<file path="src/rtl/impl_axi_sram_bridge.sv">
// AXI4 slave to single-port SRAM bridge.
// Serves one burst at a time (INCR/FIXED) as single-word SRAM accesses; read data
// returns one cycle after the request and is staged in a 2-entry R buffer.
//
// Valid/ready: a transfer happens on a rising edge where both valid and ready are high;
// once valid is raised it stays high with a stable payload until that transfer.
module impl_axi_sram_bridge #(
    parameter int                        AXI_ADDR_WIDTH = 32,
    parameter int                        AXI_DATA_WIDTH = 32,
    parameter int                        AXI_ID_WIDTH   = 16,
    parameter int                        AXI_USER_WIDTH = 10,
    parameter logic [AXI_ADDR_WIDTH-1:0] MEM_BASE       = '0,
    parameter int                        MEM_ADDR_WIDTH = 12
) (
    input  logic                          clk_i,
    input  logic                          rst_ni,
    // write address channel
    input  logic [AXI_ID_WIDTH-1:0]       aw_id,
    input  logic [AXI_ADDR_WIDTH-1:0]     aw_addr,
    input  logic [7:0]                    aw_len,
    input  logic [2:0]                    aw_size,
    input  logic [1:0]                    aw_burst,
    input  logic                          aw_lock,
    input  logic [3:0]                    aw_cache,
    input  logic [2:0]                    aw_prot,
    input  logic [3:0]                    aw_qos,
    input  logic [3:0]                    aw_region,
    input  logic [AXI_USER_WIDTH-1:0]     aw_user,
    input  logic                          aw_valid,
    output logic                          aw_ready,
    // write data channel
    input  logic [AXI_DATA_WIDTH-1:0]     w_data,
    input  logic [AXI_DATA_WIDTH/8-1:0]   w_strb,
    input  logic                          w_last,
    input  logic [AXI_USER_WIDTH-1:0]     w_user,
    input  logic                          w_valid,
    output logic                          w_ready,
    // write response channel
    output logic [AXI_ID_WIDTH-1:0]       b_id,
    output logic [1:0]                    b_resp,
    output logic [AXI_USER_WIDTH-1:0]     b_user,
    output logic                          b_valid,
    input  logic                          b_ready,
    // read address channel
    input  logic [AXI_ID_WIDTH-1:0]       ar_id,
    input  logic [AXI_ADDR_WIDTH-1:0]     ar_addr,
    input  logic [7:0]                    ar_len,
    input  logic [2:0]                    ar_size,
    input  logic [1:0]                    ar_burst,
    input  logic                          ar_lock,
    input  logic [3:0]                    ar_cache,
    input  logic [2:0]                    ar_prot,
    input  logic [3:0]                    ar_qos,
    input  logic [3:0]                    ar_region,
    input  logic [AXI_USER_WIDTH-1:0]     ar_user,
    input  logic                          ar_valid,
    output logic                          ar_ready,
    // read data channel
    output logic [AXI_ID_WIDTH-1:0]       r_id,
    output logic [AXI_DATA_WIDTH-1:0]     r_data,
    output logic [1:0]                    r_resp,
    output logic                          r_last,
    output logic [AXI_USER_WIDTH-1:0]     r_user,
    output logic                          r_valid,
    input  logic                          r_ready,
    // SRAM port
    output logic                          mem_req_o,
    output logic                          mem_we_o,
    output logic [MEM_ADDR_WIDTH-1:0]     mem_addr_o,
    output logic [AXI_DATA_WIDTH-1:0]     mem_wdata_o,
    output logic [AXI_DATA_WIDTH/8-1:0]   mem_be_o,
    input  logic [AXI_DATA_WIDTH-1:0]     mem_rdata_i,
    // FSM state for observation
    output logic [1:0]                    dbg_state
);

    localparam int ADDR_LSB = $clog2(AXI_DATA_WIDTH / 8);
    localparam logic [AXI_ADDR_WIDTH-1:0] MEM_LIMIT =
        AXI_ADDR_WIDTH'(longint'(1) << (MEM_ADDR_WIDTH + ADDR_LSB));
    localparam logic [AXI_ADDR_WIDTH-1:0] BEAT_INC = AXI_ADDR_WIDTH'(1 << ADDR_LSB);

    localparam logic [1:0] RESP_OKAY   = 2'b00;
    localparam logic [1:0] RESP_SLVERR = 2'b10;
    localparam logic [1:0] RESP_DECERR = 2'b11;

    typedef enum logic [1:0] {S_IDLE, S_WRITE, S_WRESP, S_READ} state_t;

    state_t                      state;
    logic                        prio_write;   // 1: write wins the next AW/AR collision
    logic [AXI_ID_WIDTH-1:0]     id_q;
    logic [AXI_ADDR_WIDTH-1:0]   off_q;        // byte offset of the current beat inside the window
    logic [7:0]                  len_q;
    logic                        fixed_q;
    logic                        bad_q;        // WRAP or reserved burst type
    logic                        dec_q;        // some write beat fell outside the window
    logic [7:0]                  beat_q;       // W beats taken / R beats delivered
    logic [8:0]                  issued_q;     // read beats issued
    logic                        pend_q;       // a read beat was issued last cycle
    logic                        pend_mem_q;   // ... and it really went to the SRAM
    logic [1:0]                  pend_resp_q;

    logic [AXI_DATA_WIDTH-1:0]   fifo_data [2];
    logic [1:0]                  fifo_resp [2];
    logic                        rd_ptr;
    logic                        wr_ptr;
    logic [1:0]                  fifo_cnt;

    logic                        in_range;
    logic                        grant_aw;
    logic                        grant_ar;
    logic                        w_fire;
    logic                        r_fire;
    logic                        rd_issue;
    logic [2:0]                  occ;
    logic [1:0]                  rd_resp;
    logic                        unused_inputs;

    assign unused_inputs = ^{aw_size, aw_lock, aw_cache, aw_prot, aw_qos, aw_region, aw_user,
                             ar_size, ar_lock, ar_cache, ar_prot, ar_qos, ar_region, ar_user,
                             w_last, w_user};

    assign in_range = off_q < MEM_LIMIT;
    assign grant_aw = rst_ni && (state == S_IDLE) && aw_valid && (!ar_valid || prio_write);
    assign grant_ar = rst_ni && (state == S_IDLE) && ar_valid && (!aw_valid || !prio_write);
    assign aw_ready = grant_aw;
    assign ar_ready = grant_ar;

    assign w_ready = (state == S_WRITE);
    assign w_fire  = w_ready && w_valid;

    assign r_valid = (fifo_cnt != 2'd0);
    assign r_fire  = r_valid && r_ready;
    assign r_data  = fifo_data[rd_ptr];
    assign r_resp  = fifo_resp[rd_ptr];
    assign r_last  = (beat_q == len_q);
    assign r_id    = id_q;
    assign r_user  = '0;

    // Slots committed after this cycle's pop; a pop frees room for a same-cycle issue.
    assign occ      = {1'b0, fifo_cnt} + {2'b00, pend_q} - {2'b00, r_fire};
    assign rd_issue = (state == S_READ) && (occ < 3'd2) && (issued_q <= {1'b0, len_q});
    assign rd_resp  = bad_q ? RESP_SLVERR : (in_range ? RESP_OKAY : RESP_DECERR);

    assign b_valid = (state == S_WRESP);
    assign b_id    = id_q;
    assign b_resp  = bad_q ? RESP_SLVERR : (dec_q ? RESP_DECERR : RESP_OKAY);
    assign b_user  = '0;

    assign mem_req_o   = (w_fire || rd_issue) && !bad_q && in_range;
    assign mem_we_o    = w_fire;
    assign mem_addr_o  = off_q[ADDR_LSB +: MEM_ADDR_WIDTH];
    assign mem_wdata_o = w_data;
    assign mem_be_o    = w_strb;
    assign dbg_state   = state;

    // Transaction FSM with arbitration, burst address walk and R buffer bookkeeping.
    always_ff @(posedge clk_i) begin
        if (!rst_ni) begin
            state       <= S_IDLE;
            prio_write  <= 1'b1;
            pend_q      <= 1'b0;
            pend_mem_q  <= 1'b0;
            pend_resp_q <= RESP_OKAY;
            fifo_cnt    <= 2'd0;
            rd_ptr      <= 1'b0;
            wr_ptr      <= 1'b0;
            beat_q      <= 8'd0;
            issued_q    <= 9'd0;
            dec_q       <= 1'b0;
        end else begin
            pend_q      <= rd_issue;
            pend_mem_q  <= rd_issue && !bad_q && in_range;
            pend_resp_q <= rd_resp;
            if (pend_q) wr_ptr <= ~wr_ptr;
            if (r_fire) rd_ptr <= ~rd_ptr;
            fifo_cnt <= fifo_cnt + {1'b0, pend_q} - {1'b0, r_fire};
            case (state)
                S_IDLE: begin
                    if (grant_aw) begin
                        id_q    <= aw_id;
                        off_q   <= aw_addr - MEM_BASE;
                        len_q   <= aw_len;
                        fixed_q <= (aw_burst == 2'b00);
                        bad_q   <= aw_burst[1];
                        dec_q   <= 1'b0;
                        beat_q  <= 8'd0;
                        if (ar_valid) prio_write <= 1'b0;
                        state   <= S_WRITE;
                    end else if (grant_ar) begin
                        id_q     <= ar_id;
                        off_q    <= ar_addr - MEM_BASE;
                        len_q    <= ar_len;
                        fixed_q  <= (ar_burst == 2'b00);
                        bad_q    <= ar_burst[1];
                        beat_q   <= 8'd0;
                        issued_q <= 9'd0;
                        if (aw_valid) prio_write <= 1'b1;
                        state    <= S_READ;
                    end
                end
                S_WRITE: begin
                    if (w_fire) begin
                        if (!in_range) dec_q <= 1'b1;
                        if (!fixed_q) off_q <= off_q + BEAT_INC;
                        beat_q <= beat_q + 8'd1;
                        if (beat_q == len_q) state <= S_WRESP;
                    end
                end
                S_WRESP: begin
                    if (b_ready) state <= S_IDLE;
                end
                S_READ: begin
                    if (rd_issue) begin
                        issued_q <= issued_q + 9'd1;
                        if (!fixed_q) off_q <= off_q + BEAT_INC;
                    end
                    if (r_fire) begin
                        beat_q <= beat_q + 8'd1;
                        if (beat_q == len_q) state <= S_IDLE;
                    end
                end
                default: state <= S_IDLE;
            endcase
        end
    end

    // R buffer storage: SRAM data (or zero for suppressed beats) lands one cycle after issue.
    always_ff @(posedge clk_i) begin
        if (pend_q) begin
            fifo_data[wr_ptr] <= pend_mem_q ? mem_rdata_i : '0;
            fifo_resp[wr_ptr] <= pend_resp_q;
        end
    end

endmodule

</file>
<file path="config.mk">
export PLATFORM = sky130hd
export DESIGN_NAME = impl_axi_sram_bridge
export DESIGN_NICKNAME = d
export VERILOG_FILES = /design/src/rtl/impl_axi_sram_bridge.sv
export SDC_FILE = /design/constraint.sdc
export NUM_CORES = 1
export LEC_CHECK = 0
export ABC_AREA = 0
export BUFFER_PORTS_ARGS = -buffer_cell sky130_fd_sc_hd__buf_4
export CAP_MARGIN = 20
export CORE_AREA = 3 3 159 161
export CTS_CLUSTER_DIAMETER = 120
export CTS_CLUSTER_SIZE = 10
export DETAILED_ROUTE_END_ITERATION = 7
export DIE_AREA = 0 0 162 164
export GPL_TIMING_DRIVEN = 0
export PLACE_DENSITY = 0.74
export SKIP_CTS_REPAIR_TIMING = 1
export SYNTH_ARGS = -nofsm -noshare
export SYNTH_HDL_FRONTEND = slang
export SYNTH_SLANG_ARGS = --single-unit
</file>
<file path="constraint.sdc">
create_clock -name clk_i -period 5.1 [get_ports clk_i]
set_clock_uncertainty 0.05 [all_clocks]
set_input_delay 0.51 -clock clk_i [delete_from_list [all_inputs] [get_ports clk_i]]
set_output_delay 0.51 -clock clk_i [all_outputs]
set_load 0.01 [all_outputs]
</file>
Word level (Yosys, flattened, before mapping)
Memory sizes are Yosys's and may differ from the RTL's. A register that Yosys moved wholly into a read port is not among the register bits.
Index checks and enable logic that the tools add are counted.
{"block": "totals", "word_cells": 135, "regBits": 87, "ram_bits": 68, "out_inout_bits": 146, "mem_count": 2, "latch_bits": 0, "mem_bits_ro": 0}
{"name": "fifo_data", "words": 2, "width": 32, "read_ports": 1, "rd_clocked_by_memory_dff": 1, "write_ports": 1, "line": "102", "text": "logic [AXI_DATA_WIDTH-1:0] fifo_data [2];"}
{"name": "fifo_resp", "words": 2, "width": 2, "read_ports": 1, "rd_clocked_by_memory_dff": 1, "write_ports": 1, "line": "103", "text": "logic [1:0] fifo_resp [2];"}
{"block": "op_classes", "div": 0, "shift": 0, "reduce_logical": 37, "bitwise": 3, "n_eq_ne": 16, "n_lt_le_gt_ge": 3, "n_addsub": 7, "muxes": 50, "mul": 0}
{"operator": "$mux W32", "n": 6}
{"operator": "$pmux W32 S3", "n": 1}
{"operator": "$mux W8", "n": 6}
{"operator": "$add A32 B3 Y32 const B", "n": 1}
{"operator": "$lt A32 B15 Y1 const B", "n": 1}
{"operator": "$mux W16", "n": 2}
{"operator": "$mux W9", "n": 3}
{"operator": "$pmux W8 S3", "n": 1}
{"operator": "$mux W2", "n": 11}
{"operator": "$pmux W9 S2", "n": 1}
{"operator": "$mux W1", "n": 17}
{"operator": "$reduce_and A4 Y1", "n": 4}
{"operator": "$ne A2 B2 Y1 const B", "n": 7}
{"operator": "$logic_and A1 B1 Y1", "n": 13}
{"operator": "$reduce_bool A2 Y1", "n": 5}
{"operator": "$add A9 B1 Y9 const B", "n": 1}
{"operator": "$le A9 B8 Y1", "n": 1}
{"operator": "$add A8 B1 Y8 const B", "n": 1}
{"operator": "$eq A8 B8 Y1", "n": 1}
{"operator": "$ne A2 B1 Y1 const B", "n": 4}
{"operator": "$pmux W2 S4", "n": 1}
{"operator": "$logic_not A2 Y1", "n": 3}
{"operator": "$reduce_and A6 Y1", "n": 1}
{"operator": "$reduce_and A5 Y1", "n": 1}
{"operator": "other kinds (15)", "n": 23}

Logic depth before layout (Yosys ltp)
{"block": "depth", "ltp_word": 9, "mapped_depth": 11}

Worst setup path before layout
OpenSTA, ideal clock, no wires.
{"block": "synth_timing", "kind": "input to register", "startpoint": "input r_ready", "endpoint": "register off_q[10], enable pin", "arrival_time_ns": 4.447, "setup_ns": 0.459, "cell_stages": 9, "slack_ns": 0.144, "path_cell_list": "o21ai_0 -> inv_1 -> ha_1 -> inv_1 -> ha_1 -> fa_1 -> nor4_4 -> nand2_1 -> o21ai_0"}
{"block": "synth_via", "elab_chain_cells": 7}
{"item": "start: declaration", "line": "65", "text": "input logic r_ready,"}
{"item": "$logic_and A1 B1 Y1", "line": "132", "text": "assign r_fire = r_valid && r_ready;"}
{"item": "net r_fire", "line": "112", "text": "logic r_fire;"}
{"item": "$sub A3 B1 Y3", "line": "140", "text": "assign occ = {1'b0, fifo_cnt} + {2'b00, pend_q} - {2'b00, r_fire};"}
{"item": "net occ[1]", "line": "114", "text": "logic [2:0] occ;"}
{"item": "$lt A3 B2 Y1", "line": "141", "text": "assign rd_issue = (state == S_READ) && (occ < 3'd2) && (issued_q <= {1'b0, len_q});"}
{"item": "$logic_and A1 B1 Y1 (2 in a row)", "line": "141"}
{"item": "$ne A2 B2 Y1 (no line)"}
{"item": "$reduce_and A5 Y1 (no line)"}
{"item": "end signal: assignment", "line": "181", "text": "off_q <= aw_addr - MEM_BASE;"}
{"item": "end signal: assignment", "line": "191", "text": "off_q <= ar_addr - MEM_BASE;"}
{"item": "end signal: assignment", "line": "204", "text": "if (!fixed_q) off_q <= off_q + BEAT_INC;"}
{"item": "end: declaration", "line": "91", "text": "logic [AXI_ADDR_WIDTH-1:0] off_q;"}
The timed path passes the listed nets, and every way through them passes these cells.
A chain may end at the register's enable or synchronous reset.

Worst setup path in the final report
{"block": "layout_timing", "startpoint": "register fifo_cnt[1]", "endpoint": "output mem_req_o"}
{"block": "layout_via", "elab_chain_cells": 9, "elab_cells_between_ends": 10}
{"item": "start: declaration", "line": "106", "text": "logic [1:0] fifo_cnt;"}
{"item": "start signal: assignment", "line": "176", "text": "fifo_cnt <= fifo_cnt + {1'b0, pend_q} - {1'b0, r_fire};"}
{"item": "$reduce_bool A2 Y1", "line": "131", "text": "assign r_valid = (fifo_cnt != 2'd0);"}
{"item": "$logic_and A1 B1 Y1", "line": "132"}
{"item": "net r_fire", "line": "112"}
{"item": "$sub A3 B1 Y3", "line": "140"}
{"item": "net occ[1]", "line": "114"}
{"item": "$lt A3 B2 Y1", "line": "141"}
{"item": "$logic_and A1 B1 Y1 (2 in a row)", "line": "141"}
{"item": "$logic_or A1 B1 Y1", "line": "149", "text": "assign mem_req_o = (w_fire || rd_issue) && !bad_q && in_range;"}
{"item": "$logic_and A1 B1 Y1 (2 in a row)", "line": "149"}
{"item": "end: declaration", "line": "67", "text": "output logic mem_req_o,"}
The timed path passes the listed nets, and every way through them passes these cells.

==> impl_metrics.py <==
metrics = {
    "outcome": {
        "status": "complete, no violations",
    },
    "power_and_ir_drop": {
        "switching_share": 0.273,
        "p_int_uw": 2660,
        "switching_power_uw": 995,
        "p_per_area_nw_per_um2": 314,
        "ir_drop_uv": 179,
        "p_leak_uw": 0.00492,
        "p_seq_frac": 0.410,
        "combPwrFrac": 0.229,
        "clockPowerShare": 0.361,
    },
    "synth": {
        "ys.flop_type": "edfxtp_1",
        "synth_top_family_by_area": "simple AND/OR/NAND/NOR gates",
        "synth-simple-area-share": 0.169,
        "syn_inst": 776,
        "synth_compound_area_frac": 0.0629,
        "synth-async-reset-ratio": 0,
        "yosysWarnings": 0,
        "post_synth.cell_area_avg_um2": 10.8,
        "synth_fa_ha_area_frac": 0.0218,
        "synth_xor_area_frac": 0.0407,
        "ys_types": 62,
        "netlist_area_um2": 8390,
        "ys_seq_area_frac": 0.515,
        "synth_edf_count": 124,
        "synthMuxAreaShare": 0.0893,
        "synth-seq-cells": 154,
    },
    "detailed_routing": {
        "first_pass_iters": 4,
        "top_layer": "met4",
        "avgRoutedWirePerCell_um": 15.3,
        "drc_errors": 0,
        "via_count": 6597,
        "viasPerCell": 4.62,
        "drt_iter0_drc": 254,
        "ant_nets": 0,
        "dr_wl_met2_um": 10800,
        "dr_wl_met3_um": 1440,
        "drt-total-wl_um": 21800,
        "drt-met1-wl_um": 9250,
    },
    "placement": {
        "dp_hpwl_um": 16900,
        "gp_congestion": 0.807,
        "portBuffers": 275,
        "dp_cells": 1397,
        "placed_cell_area_um2": 11000,
    },
    "die": {
        "fp.dieH_um": 164,
        "io_pins": 406,
        "die_x_um": 162,
        "core_um2": 24100,
        "initial_utilization": 0.348,
        "row_count": 57,
        "die_area_um2": 26600,
    },
    "cells_and_area": {
        "nets": 1366,
        "ff_latch_area_um2": 4320,
        "final_common_cell": "buf_4",
        "final_cell_mix": "361 x buf_4, 124 x edfxtp_1, 123 x nand2_1",
        "syn2layout_area_growth_pct": 38.6,
        "stdcell_count": 1429,
        "fillers": 2278,
        "multiInputGateArea_um2": 3320,
        "n_antenna_cell": 0,
        "finalInstanceArea_um2": 11600,
        "drive_gt1_frac": 0.431,
    },
    "cts": {
        "clock_path_buffers": 2,
        "cts.root.buffer_cell": "clkbuf_16",
        "numCtsBuffers": 17,
        "clock-sinks": 154,
        "clkTransAtPathRegs_ns": 0.07,
        "tritoncts": "yes",
        "clock_latency_ns": 0.42,
        "htreeDepth": 4,
    },
    "job": {
        "max_cap_violations": 0,
    },
    "critical_path": {
        "r2r_slack_ns": 1.48,
        "timing.rr.start": "fifo_cnt[1]",
        "max_stage_delay_ns": 0.51,
        "slowest_stage": "fa_1",
        "crit_path_start": "fifo_cnt[1]",
        "path_class": "reg -> out",
        "crit_path_start_kind": "flip-flop",
        "cp_data_arrival_time_ns": 3.47,
        "r2r-end": "off_q[30]",
        "crit_chain": "o21ai_0 > inv_1 > ha_1 > inv_1 > ha_1 > fa_1 > nor4_4 > nand2_1 > a21boi_2 > buf_4",
        "worstPathMaxFanout": 8,
        "required_ns": 4.54,
        "reg2reg_depth": 10,
        "critPathCapture": "mem_req_o",
        "crit_path_end_kind": "output port",
    },
    "sta": {
        "slew-limit-headroom": 0.420,
        "rsz0062_at_grt": "no",
        "tightest_slew_ns": 0.870,
        "setup_violations": 0,
        "whs_ns": 0.297,
        "fmaxAchievable_mhz": 248,
        "finalHoldViolCount": 0,
        "slew_violations": 0,
        "final.min_clock_period_ns": 4.03,
        "period_share": 0.790,
    },
    "global_routing": {
        "antenna_found_initial": 0,
        "grt_overflow": 0,
        "grt_max_degree": 35,
        "grt_pass1_wl_um": 33100,
        "grt_pass1_vias": 6524,
        "grt_usage": 0.159,
    },
    "worst_hold_path": {
        "hold_start": "aw_id[8]",
        "worstHoldPathType": "in -> reg",
    },
}
-- routing by layer --
| metal | vias up | global-route usage |
|---|---|---|
| met3 | 24 | 0.0391 |
| met5 | - | 0 |
| met4 | 0 | 0.0434 |
| met2 | 227 | 0.274 |
| li1 | 3260 | - |
| met1 | 3086 | 0.199 |
-- cell type report --
cell class,instances,share of cell area
Timing Repair Buffer,278,0.183
Multi-Input combinational cell,505,0.285
Inverter,23,0.00742
Clock inverter,14,0.0159
Sequential cell,154,0.372
Clock buffer,18,0.0369
Buffer,113,0.0651
Tap cell,324,0.0349
-- power by group through the flow --
stage / registers, µW / logic [µW] / clock network [µW]
2_1_floorplan: 1520 / 481 / 0
3_3_place_gp: 1530 / 816 / 0
3_5_place_dp: 1520 / 842 / 0
4_1_cts: 1500 / 846 / 1360
5_1_grt: 1510 / 914 / 1410
6_report: 1500 / 836 / 1320
-- cell families (layout without fill, tap and decap cells) --
group / count (synthesis) / count (layout)
buffers and inverters: 136 / 446
multiplexers: 68 / 68
AO/OA/AOI/OAI: 82 / 82
XOR/XNOR: 39 / 39
adder cells (fa/ha/maj): 14 / 14
AND/OR/NAND/NOR: 282 / 282
flip-flops: 154 / 154
other: 1 / 20
-- synthesized netlist by cell type, drive strengths merged (3+ instances only) --
library cell	count	area, µm²
nand2b	6	37.5
a21boi	5	41.3
a31oi	3	18.8
o21a	3	22.5
dfxtp	30	601
o31ai	4	30.0
nor2	39	149
and2	41	257
buf	96	693
ha	13	163
nor4	9	101
nand2	123	462
xor2	33	289
o21ai	19	98.8
xnor2	6	52.6
nor2b	5	31.3
and3	9	56.3
mux2	55	619
nand4	16	121
clkbuf	17	63.8
edfxtp	124	3720
or3	3	18.8
nand3	19	95.1
or4	3	22.5
o211ai	4	30.0
inv	23	86.3
mux2i	13	130
a21oi	28	144
a21o	3	22.5
-- worst min path at each step --
stage | to | slack, ns | depth (start not counted)
after floorplan | fifo_resp[0][0] | 0.35 | 0
after global placement | fifo_resp[0][1] | 0.36 | 0
after detailed placement | fifo_resp[0][1] | 0.37 | 0
after CTS | b_id[8] | 0.28 | 3
after global routing | b_id[8] | 0.28 | 3
final | b_id[8] | 0.30 | 3
-- sequential cells by signal, indices dropped and copies added (netlist names), named ones only --
signal and count:
beat_q 8, wr_ptr 1, issued_q 9, fifo_data 64, fixed_q 1, rd_ptr 1
off_q 30, b_id 16, pend_q 1, dec_q 1, len_q 8, pend_resp_q 2
pend_mem_q 1, fifo_resp 4, bad_q 1, prio_write 1, dbg_state 2, fifo_cnt 2
-- through the flow --
stage | TNS (ns) | total power, µW | utilization | worst slack, ns
final | 0 | 3650 | 0.482 | 1.07
after global routing | 0 | 3830 | 0.482 | 0.794
after CTS | 0 | 3700 | 0.482 | 1.05
after detailed placement | 0 | 2370 | 0.457 | 1.39
after global placement | -50.06 | 2340 | 0.453 | -1.67
after floorplan | 0 | 2000 | - | 0.144
-- critical path, delay by kind of cell, from the launching register on --
family | cells | cell delay, ns
AOI/OAI and AO/OA | 2 | 0.63
buffers and inverters | 3 | 0.30
and+or+nand+nor | 2 | 0.82
adders and majority gates | 3 | 0.99
DFF | 1 | 0.33
Note: power is estimated with default switching activity, not from simulation.
